$ cat src/rtl/full_adder_slice_pkg.sv
// Shared constants and helpers for the ripple-carry adder slice.
package full_adder_slice_pkg;

    // Default slice width: a single full-adder cell.
    localparam int DEFAULT_WIDTH = 1;

    // Signed overflow of an addition.
    // The carry into the MSB differs from the carry out of the MSB exactly when
    // two same-sign operands produce a result of the opposite sign.
    function automatic logic signed_overflow(input logic c_msb_in, input logic c_msb_out);
        return c_msb_in ^ c_msb_out;
    endfunction

endpackage

$ cat src/rtl/full_adder_slice_bit.sv
// Single-bit full adder cell, pure gate-level, chained by the slice top.
module full_adder_bit (
    input  logic A,
    input  logic B,
    input  logic carry_in,
    output logic out,
    output logic carry_out
);

    logic half_sum;

    // Propagate term is shared by the sum and the carry.
    assign half_sum  = A ^ B;
    assign out       = half_sum ^ carry_in;
    assign carry_out = (A & B) | (carry_in & half_sum);

endmodule

$ cat src/rtl/full_adder_slice.sv
// WIDTH-bit ripple-carry adder slice.
// The sum, carry and overflow are combinational so slices can be rippled with
// no added latency. A one-cycle registered copy with valid tracking is kept
// alongside for pipelined users.
module full_adder_slice
    import full_adder_slice_pkg::*;
#(
    parameter int WIDTH = DEFAULT_WIDTH
) (
    input  logic             clk,
    input  logic             reset,
    input  logic [WIDTH-1:0] A,
    input  logic [WIDTH-1:0] B,
    input  logic             carry_in,
    input  logic             in_valid,
    output logic [WIDTH-1:0] out,
    output logic             carry_out,
    output logic             overflow,
    output logic [WIDTH-1:0] out_q,
    output logic             carry_out_q,
    output logic             overflow_q,
    output logic             out_valid
);

    // carry_chain[i] is the carry into bit i; carry_chain[WIDTH] leaves the slice.
    logic [WIDTH:0]   carry_chain;
    logic [WIDTH-1:0] sum_bits;

    logic [WIDTH-1:0] out_q_reg;
    logic             carry_out_q_reg;
    logic             overflow_q_reg;
    logic             out_valid_reg;

    assign carry_chain[0] = carry_in;

    // One full-adder cell per bit, carry rippling from bit gi to bit gi+1.
    generate
        for (genvar gi = 0; gi < WIDTH; gi++) begin : g_bit
            full_adder_bit u_bit (
                .A         (A[gi]),
                .B         (B[gi]),
                .carry_in  (carry_chain[gi]),
                .out       (sum_bits[gi]),
                .carry_out (carry_chain[gi+1])
            );
        end
    endgenerate

    assign out       = sum_bits;
    assign carry_out = carry_chain[WIDTH];
    // At WIDTH=1 this compares carry_in against the cell's carry out.
    assign overflow  = signed_overflow(carry_chain[WIDTH-1], carry_chain[WIDTH]);

    // Registered copy: valid follows in_valid every edge, data loads only when valid.
    always_ff @(posedge clk or posedge reset) begin
        if (reset) begin
            out_q_reg       <= '0;
            carry_out_q_reg <= 1'b0;
            overflow_q_reg  <= 1'b0;
            out_valid_reg   <= 1'b0;
        end else begin
            out_valid_reg <= in_valid;
            if (in_valid) begin
                out_q_reg       <= sum_bits;
                carry_out_q_reg <= carry_chain[WIDTH];
                overflow_q_reg  <= overflow;
            end
        end
    end

    assign out_q       = out_q_reg;
    assign carry_out_q = carry_out_q_reg;
    assign overflow_q  = overflow_q_reg;
    assign out_valid   = out_valid_reg;

endmodule

$ cat config.mk
export PLATFORM = sky130hd
export DESIGN_NAME = full_adder_slice
export DESIGN_NICKNAME = d
export VERILOG_FILES = /design/src/rtl/full_adder_slice_pkg.sv /design/src/rtl/full_adder_slice_bit.sv /design/src/rtl/full_adder_slice.sv
export SDC_FILE = /design/constraint.sdc
export NUM_CORES = 1
export LEC_CHECK = 0
export ABC_CLOCK_PERIOD_IN_PS = 840
export BUFFER_PORTS_ARGS = -buffer_cell sky130_fd_sc_hd__buf_2
export CORE_AREA = 2 2 39 41
export DETAILED_ROUTE_END_ITERATION = 7
export DIE_AREA = 0 0 41 43
export PLACE_DENSITY_LB_ADDON = 0.15
export SETUP_SLACK_MARGIN = 0.2
export SLEW_MARGIN = 20
export SYNTH_ARGS = -nofsm -noshare
export SYNTH_HDL_FRONTEND = slang
export SYNTH_SLANG_ARGS = --single-unit
export TNS_END_PERCENT = 50
$ cat constraint.sdc
create_clock -name clk -period 0.84 [get_ports clk]
set_input_delay 0.126 -clock clk [delete_from_list [all_inputs] [get_ports clk]]
set_output_delay 0.126 -clock clk [all_outputs]
set_load 0.005 [all_outputs]
==> results.md, run 1 <==
* Worst-skew pair later-pin latency at 0.23 ns
* Seq/Total Area, Yosys at 0.5882
* Status: finished with violations
* Setup CP Type: primary input to output port
* Mapped Area at 170.2 µm²
* Hold crit path type: primary input to flop
* Worst slew pin tran at 0.1463 ns
* Pwr Total at 631.4 µW
* Die ar. at 1763 µm²
* Synthesis Warnings at 0
* H-tree lvl count at 1
* Via density at 3.311
* FMAX at 962.3 MHz
* Share of layout cells above drive strength 1 at 0.7931
* Rows at 14
* Deepest clock path buffer count at 2
* Cell variety after synth at 6
* Initial antenna violation count at 0
* Syn_area_per_cell at 17.02 µm²
* Worst Path Max Fanout at 2
* Max_cap viols at 0
* Port Buffer Count at 12
* PnR worst setup slack at -0.1992 ns
* # clock sinks at 4
* Area Growth Syn to Fin at 97.06%
* CP arrival at 0.91 ns
* Routed Antenna Nets at 0
* Initial DRT Pass Iterations at 2
* Worst R2R Setup Slack at 0.09 ns
* Final cell count without fillers at 45
* Post-Syn Nets at 17
* Final Routed Wirelength at 425 µm
* Crit path capture type: output port
* Worst Skew at 0 ns
* Max Slew Vio Count at 0
* Final critical-path share of the clock period at 1.237
* RSZ-0062 raised after global routing: true
* Initial cell density of the core at 0.1230
* Overflow after GRT at 0
* Yosys reg bits at 4
* Req. time, crit path at 0.71 ns
* IO Pins at 13
* Pin count of the biggest net entering global routing at 5
* Max VDD drop at 0.3905 mV
* Core Box Area at 1384 µm²
* Clk root buf: clkbuf_4
* Gr usage total at 0.05954
* CTS Buf Count at 3
* Gate Count Post-Synth at 10
* Violated checks: negative setup slack
* WL per Instance at 9.444 µm
* CTS tree: yes
* Worst Setup Start Kind: primary input
* Die Ht at 43 µm
* Pre-CTS WS at -0.3667 ns
* N_diodes at 0
* Source of the worst hold timing path: in_valid
* Worst Setup SP: carry_in
* # setup viols final at 9
* Inst Count DP at 39
* Vias at 149
* Vias in the first global route at 174
* Layout Nets at 38
* Placer Congestion at 0.5747
* Clock transition at path regs at 0.04 ns
* Max-slew headroom at 0.9024
* Reg-to-reg startpoint: out_q
* Final hold vios at 0
* Min Tclk post-route at 1.039 ns
* Power Dens Cells at 1883 nW/µm²
* DIE WIDTH at 41 µm
* Global-route wire length before repair at 662 µm
* Pleak at 0.1696 nW
* Drt first-iter violations at 2
* Drt drc at 0
==> report_power, final <==
part	internal, mW	switching, mW	leakage, nW	total [mW]
clock	0.160	0.0740	0.0138	0.233
sequential	0.220	0.0128	0.0467	0.233
combinational	0.108	0.0565	0.109	0.165
==> cells by family after synthesis <==
kind of cell | synth area share
muxes | 0.2206
DFF | 0.5883
xor gates and xnor gates | 0.05148
buffers and inverters | 0.02204
adders and majority gates | 0.1177
==> metrics by stage <==
stage	util	area [µm²]	TNS, ns	hold WS (ns)
floorplan	-	183.9	-0.4530	-0.1079
global placement	0.1962	271.5	-1.416	0.01089
detailed placement	0.1962	271.5	-1.427	0.01433
CTS	0.2351	325.3	-0.9449	0.07215
global route	0.2423	335.3	-1.084	0.07591
finish	0.2423	335.3	-0.8832	0.07636
==> final timing paths <==
path | endpoint | depth (start not counted)
setup / recovery | overflow | 4
hold / removal | out_valid | 1
setup reg to reg | out_q | 1
hold reg to reg | overflow_q | 1
max in group asynchronous | carry_out_q | 3
min in group asynchronous | overflow_q | 3
==> placed cells by master, fill, tap and decap left out <==
cell,count
buf_2,10
dfrtp_1,4
clkbuf_4,3
buf_6,3
mux2_4,2
buf_4,2
xor2_2,1
mux2_2,1
inv_1,1
fa_2,1
dlygate4sd3_1,1
==> synth_stat cells <==
cell type / number / share of area
xor2_1: 1 / 0.051
mux2_2: 2 / 0.13
fa_1: 1 / 0.12
inv_1: 1 / 0.022
dfrtp_1: 4 / 0.59
mux2_4: 1 / 0.088
==> critical path: stages <==
cell	delay, ns
buf_6	0.10
fa_2	0.41
xor2_2	0.16
buf_2	0.13
==> layer usage <==
layer,routed length (µm),vias up,track usage
met5,0,-,0
met4,0,0,0.08000
met3,45,0,0.02094
met2,252,7,0.08438
met1,128,73,0.05229
li1,-,69,-
==> timing repair <==
item | in CTS | in global routing
hold buffers | 1 | 0
buffers inserted | 2 | 0
hold endpoints to repair | 4 | 0
pin swaps | 2 | 2
gates resized for setup | 1 | 2
setup endpoints to repair | 10 | 10
==> area by class of cell <==
| cell class | count | area, µm² |
|---|---|---|
| Tap cell | 16 | 20.02 |
| Sequential cell | 4 | 100.1 |
| Clock buffer | 3 | 22.52 |
| Fill cell | 157 | 1049 |
| Timing Repair Buffer | 16 | 108.9 |
| Inverter | 1 | 3.754 |
| Multi-Input combinational cell | 5 | 80.08 |
Note: power is estimated with default switching activity, not from simulation.
==> inputs of run 2 (changes only) <==
Settings changed: ABC_CLOCK_PERIOD_IN_PS 840 to 1030, CELL_PAD_IN_SITES_DETAIL_PLACEMENT set to 1, CELL_PAD_IN_SITES_GLOBAL_PLACEMENT set to 2.
Clock period 0.84 ns to 1.03 ns, I/O delays scaled along.
==> results.md, run 2 (synthesized netlist as in run 1, its figures left out) <==
* Power Dens Cells at 1568 nW/µm² (was 1883 nW/µm²)
* CTS tree: yes (unchanged)
* Routed Antenna Nets at 0 (unchanged)
* Final hold vios at 0 (unchanged)
* Area Growth Syn to Fin at 91.91% (was 97.06%)
* Commonest non-fill, non-tap cell in the layout: buf_2 (unchanged)
* Clk root buf: clkbuf_4 (unchanged)
* Max VDD drop at 0.3130 mV (was 0.3905 mV)
* Reg2Reg Depth at 1 (unchanged)
* Hold crit path type: primary input to flop (unchanged)
* IO Pins at 13 (unchanged)
* Share of layout cells above drive strength 1 at 0.7857 (was 0.7931)
* Worst-skew pair later-pin latency at 0.23 ns (about the same)
* Max-slew headroom at 0.8999 (was 0.9024)
* Hold-critical path depth at 1 (unchanged)
* DIE WIDTH at 41 µm (unchanged)
* CTS Buf Count at 3 (unchanged)
* Final cell count without fillers at 44 (was 45)
* Drt first-iter violations at 0 (was 2)
* Initial cell density of the core at 0.1230 (unchanged)
* Gr usage total at 0.06963 (was 0.05954)
* Overflow after GRT at 0 (unchanged)
* PnR worst setup slack at -0.06168 ns (was -0.1992 ns)
* Global-route wire length before repair at 745 µm (was 662 µm)
* N_diodes at 0 (unchanged)
* Deepest clock path buffer count at 2 (unchanged)
* FMAX at 916.0 MHz
* Layout Nets at 37 (was 38)
* Top Layer Used: met3 (unchanged)
* Status: finished with violations (unchanged)
* Initial DRT Pass Iterations at 1 (was 2)
* Initial antenna violation count at 0 (unchanged)
* # clock sinks at 4 (unchanged)
* Pleak at 0.1645 nW (was 0.1696 nW)
* Placer Congestion at 0.6147 (was 0.5747)
* Setup CP Type: primary input to output port (unchanged)
* Final critical-path share of the clock period at 1.060
* Rows at 14 (unchanged)
* Vias in the first global route at 187 (was 174)
* Crit path capture type: output port (unchanged)
* Via density at 3.318 (was 3.311)
* Inst Count DP at 39 (unchanged)
* H-tree lvl count at 1 (unchanged)
* Hold WS at 0.1191 ns (was 0.07636 ns)
* Fin Setup TNS at -0.1940 ns (was -0.8832 ns)
* Worst Skew at 0 ns (unchanged)
* Clock transition at path regs at 0.03 ns (was 0.04 ns)
* # fillers at 167 (was 157)
* Final Routed Wirelength at 423 µm (was 425 µm)
* Max_cap viols at 0 (unchanged)
* Worst Setup Start Kind: primary input (unchanged)
* Die ar. at 1763 µm² (unchanged)
* Vias at 146 (was 149)
* Req. time, crit path at 0.88 ns (was 0.71 ns)
* Met1 WL at 177 µm (was 128 µm)
* Worst Path Max Fanout at 2 (unchanged)
* Worst slew pin tran at 0.1501 ns (was 0.1463 ns)
* Routed wl met3 at 38 µm (was 45 µm)
* Violated checks: negative setup slack (unchanged)
* CP arrival at 0.94 ns (was 0.91 ns)
* Leading cell types in the layout, fill and taps excluded: buf_2 (9), dfrtp_1 (4), clkbuf_4 (3), buf_4 (3) (was buf_2 (10), dfrtp_1 (4), clkbuf_4 (3), buf_6 (3))
* # setup viols final at 4 (was 9)
* Die Ht at 43 µm (unchanged)
* Port Buffer Count at 12 (unchanged)
* WL per Instance at 9.614 µm (was 9.444 µm)
* Final Util at 0.2360 (was 0.2423)
* Core Box Area at 1384 µm² (unchanged)
* RSZ-0062 raised after global routing: true (unchanged)
* Pwr Total at 512.0 µW (was 631.4 µW)
* Met2 wire length at 207 µm (was 252 µm)
* Max Slew Vio Count at 0 (unchanged)
* Drt drc at 0 (unchanged)
* Min Tclk post-route at 1.092 ns
* Pin count of the biggest net entering global routing at 5 (unchanged)
## run 2: where the power goes
group	switching [mW]	total, mW	internal (mW)
clock	0.0569	0.187	0.130
sequential	0.0117	0.192	0.180
combinational	0.0464	0.134	0.0872
## run 2: layer usage
metal  vias up  GRT usage
met3         0    0.01571
met1        70    0.08170
met4         0     0.1000
met5         -          0
met2         9    0.08125
li1         67          -
## run 2: area by class of cell
cell class              instances  area (µm²)  area share
clock buffers                   3       22.52     0.06897
inverters                       1       3.754     0.01149
well taps                      16       20.02     0.06130
repair buffers                 15       100.1      0.3065
multi-input cells               5       80.08      0.2452
flip-flops and latches          4       100.1      0.3065
## run 2: path summary, 6_finish.rpt
path                                 start         end  slack (ns)
worst min-delay path              in_valid   out_valid        0.12
min in group asynchronous            reset  overflow_q        0.35
worst min register to register       out_q       out_q        0.51
worst max-delay path                     A    overflow       -0.06
worst max register to register  overflow_q  overflow_q        0.27
max in group asynchronous            reset   out_valid        0.53
## run 2: through the flow
| step | area [µm²] | setup slack (ns) |
|---|---|---|
| final | 326.6 | -0.06168 |
| after global routing | 326.6 | -0.1036 |
| after CTS | 312.8 | -0.06657 |
| after detailed placement | 271.5 | -0.2054 |
| after global placement | 271.5 | -0.2030 |
| after floorplan | 183.9 | -0.07454 |
## run 2: worst max-delay path, cell delays in order
cell and delay [ns]:
buf_6 0.09, fa_2 0.40, xor2_2 0.16, buf_2 0.13
## run 2: repair_timing
action / in CTS / in global routing
hold buffers: 1 / 0
pin swaps: 1 / 0
buffers inserted: 0 / 1
endpoints found under the hold margin: 4 / 0
gates cloned: 0 / 0
setup endpoints to repair: 10 / 10
resized for setup: 2 / 1
==> inputs of run 3 (changes only) <==
--- a/config.mk
+++ b/config.mk
@@ -6,5 +6,6 @@
 export NUM_CORES = 1
 export LEC_CHECK = 0
-export ABC_CLOCK_PERIOD_IN_PS = 1030
+export ABC_AREA = 1
+export ABC_CLOCK_PERIOD_IN_PS = 1000
 export BUFFER_PORTS_ARGS = -buffer_cell sky130_fd_sc_hd__buf_2
 export CELL_PAD_IN_SITES_DETAIL_PLACEMENT = 1
==> constraint.sdc (replaced) <==
create_clock -name clk -period 1 [get_ports clk]
set_input_delay 0.15 -clock clk [delete_from_list [all_inputs] [get_ports clk]]
set_output_delay 0.15 -clock clk [all_outputs]
set_load 0.02 [all_outputs]
==> results.md, run 3 <==
* Status: finished with violations (unchanged)
* Violated checks: negative setup slack (unchanged)
* Synthesis Warnings at 0 (unchanged)
* Global-route wire length before repair at 972 µm (was 745 µm)
* Initial DRT Pass Iterations at 1 (unchanged)
* # fillers at 160 (was 167)
* PnR worst setup slack at -0.1708 ns (was -0.06168 ns)
* Fin Setup TNS at -0.3168 ns (was -0.1940 ns)
* DIE WIDTH at 41 µm (unchanged)
* Most instantiated library cell after synthesis: nand2_1 (was dfrtp_1)
* Final cell count without fillers at 59 (was 44)
* Crit-path slowest cell: fa_2 (unchanged)
* Sw frac at 0.2776 (was 0.2246)
* Yosys reg bits at 4 (unchanged)
* Worst-skew pair later-pin latency at 0.23 ns (about the same)
* Post-synth top cells: nand2_1 (8), dfrtp_1 (4), inv_1 (3) (was dfrtp_1 (4), mux2_2 (2))
* Pin count of the biggest net entering global routing at 5 (unchanged)
* Logic pwr share at 0.352 (was 0.261)
* N_diodes at 0 (unchanged)
* Final critical-path share of the clock period at 1.171
* Initial antenna violation count at 0 (unchanged)
* CTS Buf Count at 3 (unchanged)
* Via density at 3.508 (was 3.318)
* Crit path top cell by count: buf_6
* Power Dens Cells at 1439 nW/µm² (was 1568 nW/µm²)
* RSZ-0062 raised after global routing: true (unchanged)
* Final hold vios at 0 (unchanged)
* Drt drc at 0 (unchanged)
* Commonest non-fill, non-tap cell in the layout: buf_6 (was buf_2)
* # clock sinks at 4 (unchanged)
* CTS tree: yes (unchanged)
* P_int at 431.7 µW (was 397.0 µW)
* Pwr Total at 597.6 µW (was 512.0 µW)
* CP arrival at 1.02 ns (was 0.94 ns)
* P_sw at 165.9 µW (was 115.0 µW)
* Max Slew Vio Count at 0 (unchanged)
* Post-Syn Nets at 27 (was 17)
* Final Util at 0.3002 (was 0.2360)
* FMAX at 854.1 MHz
* Layout Nets at 52 (was 37)
* Routed Antenna Nets at 0 (unchanged)
* Crit path capture type: output port (unchanged)
* Final Instance Area at 415.4 µm² (was 326.6 µm²)
* Initial cell density of the core at 0.1311 (was 0.1230)
* Core Box Area at 1384 µm² (unchanged)
* Clk root buf: clkbuf_4 (unchanged)
* Mapped Area at 181.4 µm² (was 170.2 µm²)
* Hold crit path type: primary input to flop (unchanged)
* Cell variety after synth at 8 (was 6)
* Ranking of synthesized cells by area: dfrtp_1 (55%), nand2_1 (17%), fa_1 (11%) (was dfrtp_1 (59%), mux2_2 (13%), fa_1 (12%))
* Rows at 14 (unchanged)
* Final Routed Wirelength at 525 µm (was 423 µm)
* Hold WS at 0.09131 ns (was 0.1191 ns)
* Crit-path cells: buf_6, fa_2, inv_2, nand2_2, and2_4, buf_6 (was buf_6, fa_2, xor2_2, buf_2)
* Synth Flop Type: dfrtp_1 (unchanged)
* Post-synth top area share at 0.5517 (was 0.5882)
* Inst Count DP at 52 (was 39)
* Part of the power in the clock network at 0.327 (was 0.365)
* Worst slew pin tran at 0.1526 ns (was 0.1501 ns)
* IO Pins at 13 (unchanged)
* Die ar. at 1763 µm² (unchanged)
* Worst Skew at 0 ns (unchanged)
* Area Growth Syn to Fin at 129.0% (was 91.91%)
* Vias in the first global route at 258 (was 187)
* Clock transition at path regs at 0.03 ns (about the same)
* Vias at 207 (was 146)
* Placer Congestion at 0.6129 (was 0.6147)
* Leading cell types in the layout, fill and taps excluded: buf_6 (9), nand2_1 (7), buf_4 (7) (was buf_2 (9), dfrtp_1 (4), clkbuf_4 (3), buf_4 (3))
* Critical Path Max Stage Delay at 0.40 ns (about the same)
* Share of layout cells above drive strength 1 at 0.6512 (was 0.7857)
* Pre-CTS WS at -0.2313 ns (was -0.2054 ns)
* Seq/Total Area, Yosys at 0.5517 (was 0.5882)
* H-tree lvl count at 1 (unchanged)
* DP HPWL at 403.2 µm
* EDFF count, synth at 0 (unchanged)
* Min Tclk post-route at 1.171 ns
* Register share of total power at 0.321 (was 0.374)
* Overflow after GRT at 0 (unchanged)
* # setup viols final at 3 (was 4)
* Max_cap viols at 0 (unchanged)
* Pleak at 0.2230 nW (was 0.1645 nW)
* Deepest clock path buffer count at 2 (unchanged)
* Cell Area, Placed at 299.0 µm² (was 271.5 µm²)
* Gr usage total at 0.09073 (was 0.06963)
* Worst Setup Start Kind: primary input (unchanged)
* Die Ht at 43 µm (unchanged)
* Max VDD drop at 0.4202 mV (was 0.3130 mV)
* Max-slew headroom at 0.8982 (was 0.8999)
* Port Buffer Count at 12 (unchanged)
* Area leader, netlist: dfrtp_1 (unchanged)
* Syn_area_per_cell at 9.071 µm² (was 17.02 µm²)
* Drt first-iter violations at 0 (unchanged)
* Setup CP Type: primary input to output port (unchanged)
* Worst Path Max Fanout at 3 (was 2)
* Share of synthesized registers carrying an async set or reset at 1.000 (unchanged)
* Req. time, crit path at 0.85 ns (was 0.88 ns)
* Gate Count Post-Synth at 20 (was 10)
* WL per Instance at 8.898 µm (was 9.614 µm)
-- run 3: changes by cell type after synthesis, sizes merged --
cell / before / now
nand3: 0 / 1
o21ai: 0 / 1
nand2: 0 / 8
mux2: 3 / 0
xor2: 1 / 0
inv: 1 / 4
and2: 0 / 1
-- run 3: area by class of cell --
type	count	area, µm²	area share
Timing Repair Buffer	20	178.9	0.4307
Sequential cell	4	100.1	0.2410
Multi-Input combinational cell	12	78.83	0.1898
Clock buffer	3	22.52	0.05422
Tap cell	16	20.02	0.04819
Inverter	4	15.01	0.03614
-- run 3: power by group through the flow --
stage	clock (mW)	sequential [mW]	combinational [mW]
floorplan	0	0.212	0.0638
global placement	0	0.190	0.146
detailed placement	0	0.190	0.148
CTS	0.211	0.192	0.205
global route	0.226	0.194	0.230
finish	0.195	0.192	0.211
-- run 3: timing repair --
item	in CTS	in global routing
gates cloned	0	0
hold endpoints to repair	4	0
buffers inserted	2	1
gates resized for setup	16	1
pin swaps	2	2
hold buffers	1	0
endpoints found under the setup margin	8	9
-- run 3: layer usage --
layer  share of wire  global-route usage
met1            0.29             0.07166
met2            0.64              0.1469
met3           0.067             0.01571
met4               0              0.1200
met5               0                   0
-- run 3: worst paths after layout --
| path | start | end | slack (ns) | cells after the start |
|---|---|---|---|---|
| min in group asynchronous | reset | overflow_q | 0.34 | 3 |
| min | in_valid | out_valid | 0.09 | 1 |
| max reg2reg | carry_out_q | carry_out_q | 0.27 | 3 |
| max in group asynchronous | reset | out_q | 0.51 | 3 |
| max | B | overflow | -0.17 | 6 |
| min reg2reg | out_q | out_q | 0.49 | 2 |
-- run 3: kinds of logic (layout without fill, tap and decap cells) --
family,Yosys count,after routing,share of synthesized area
buf+inv,4,27,0.08273
flops,4,4,0.5517
fa+ha+maj,1,1,0.1103
compound gates,1,1,0.02756
simple gates,10,10,0.2276
-- run 3: worst max-delay path, delay by kind of cell --
| kind | cells | cell delay [ns] |
|---|---|---|
| AND/OR/NAND/NOR | 2 | 0.18 |
| buffers and inverters | 3 | 0.28 |
| adder cells (fa/ha/maj) | 1 | 0.40 |
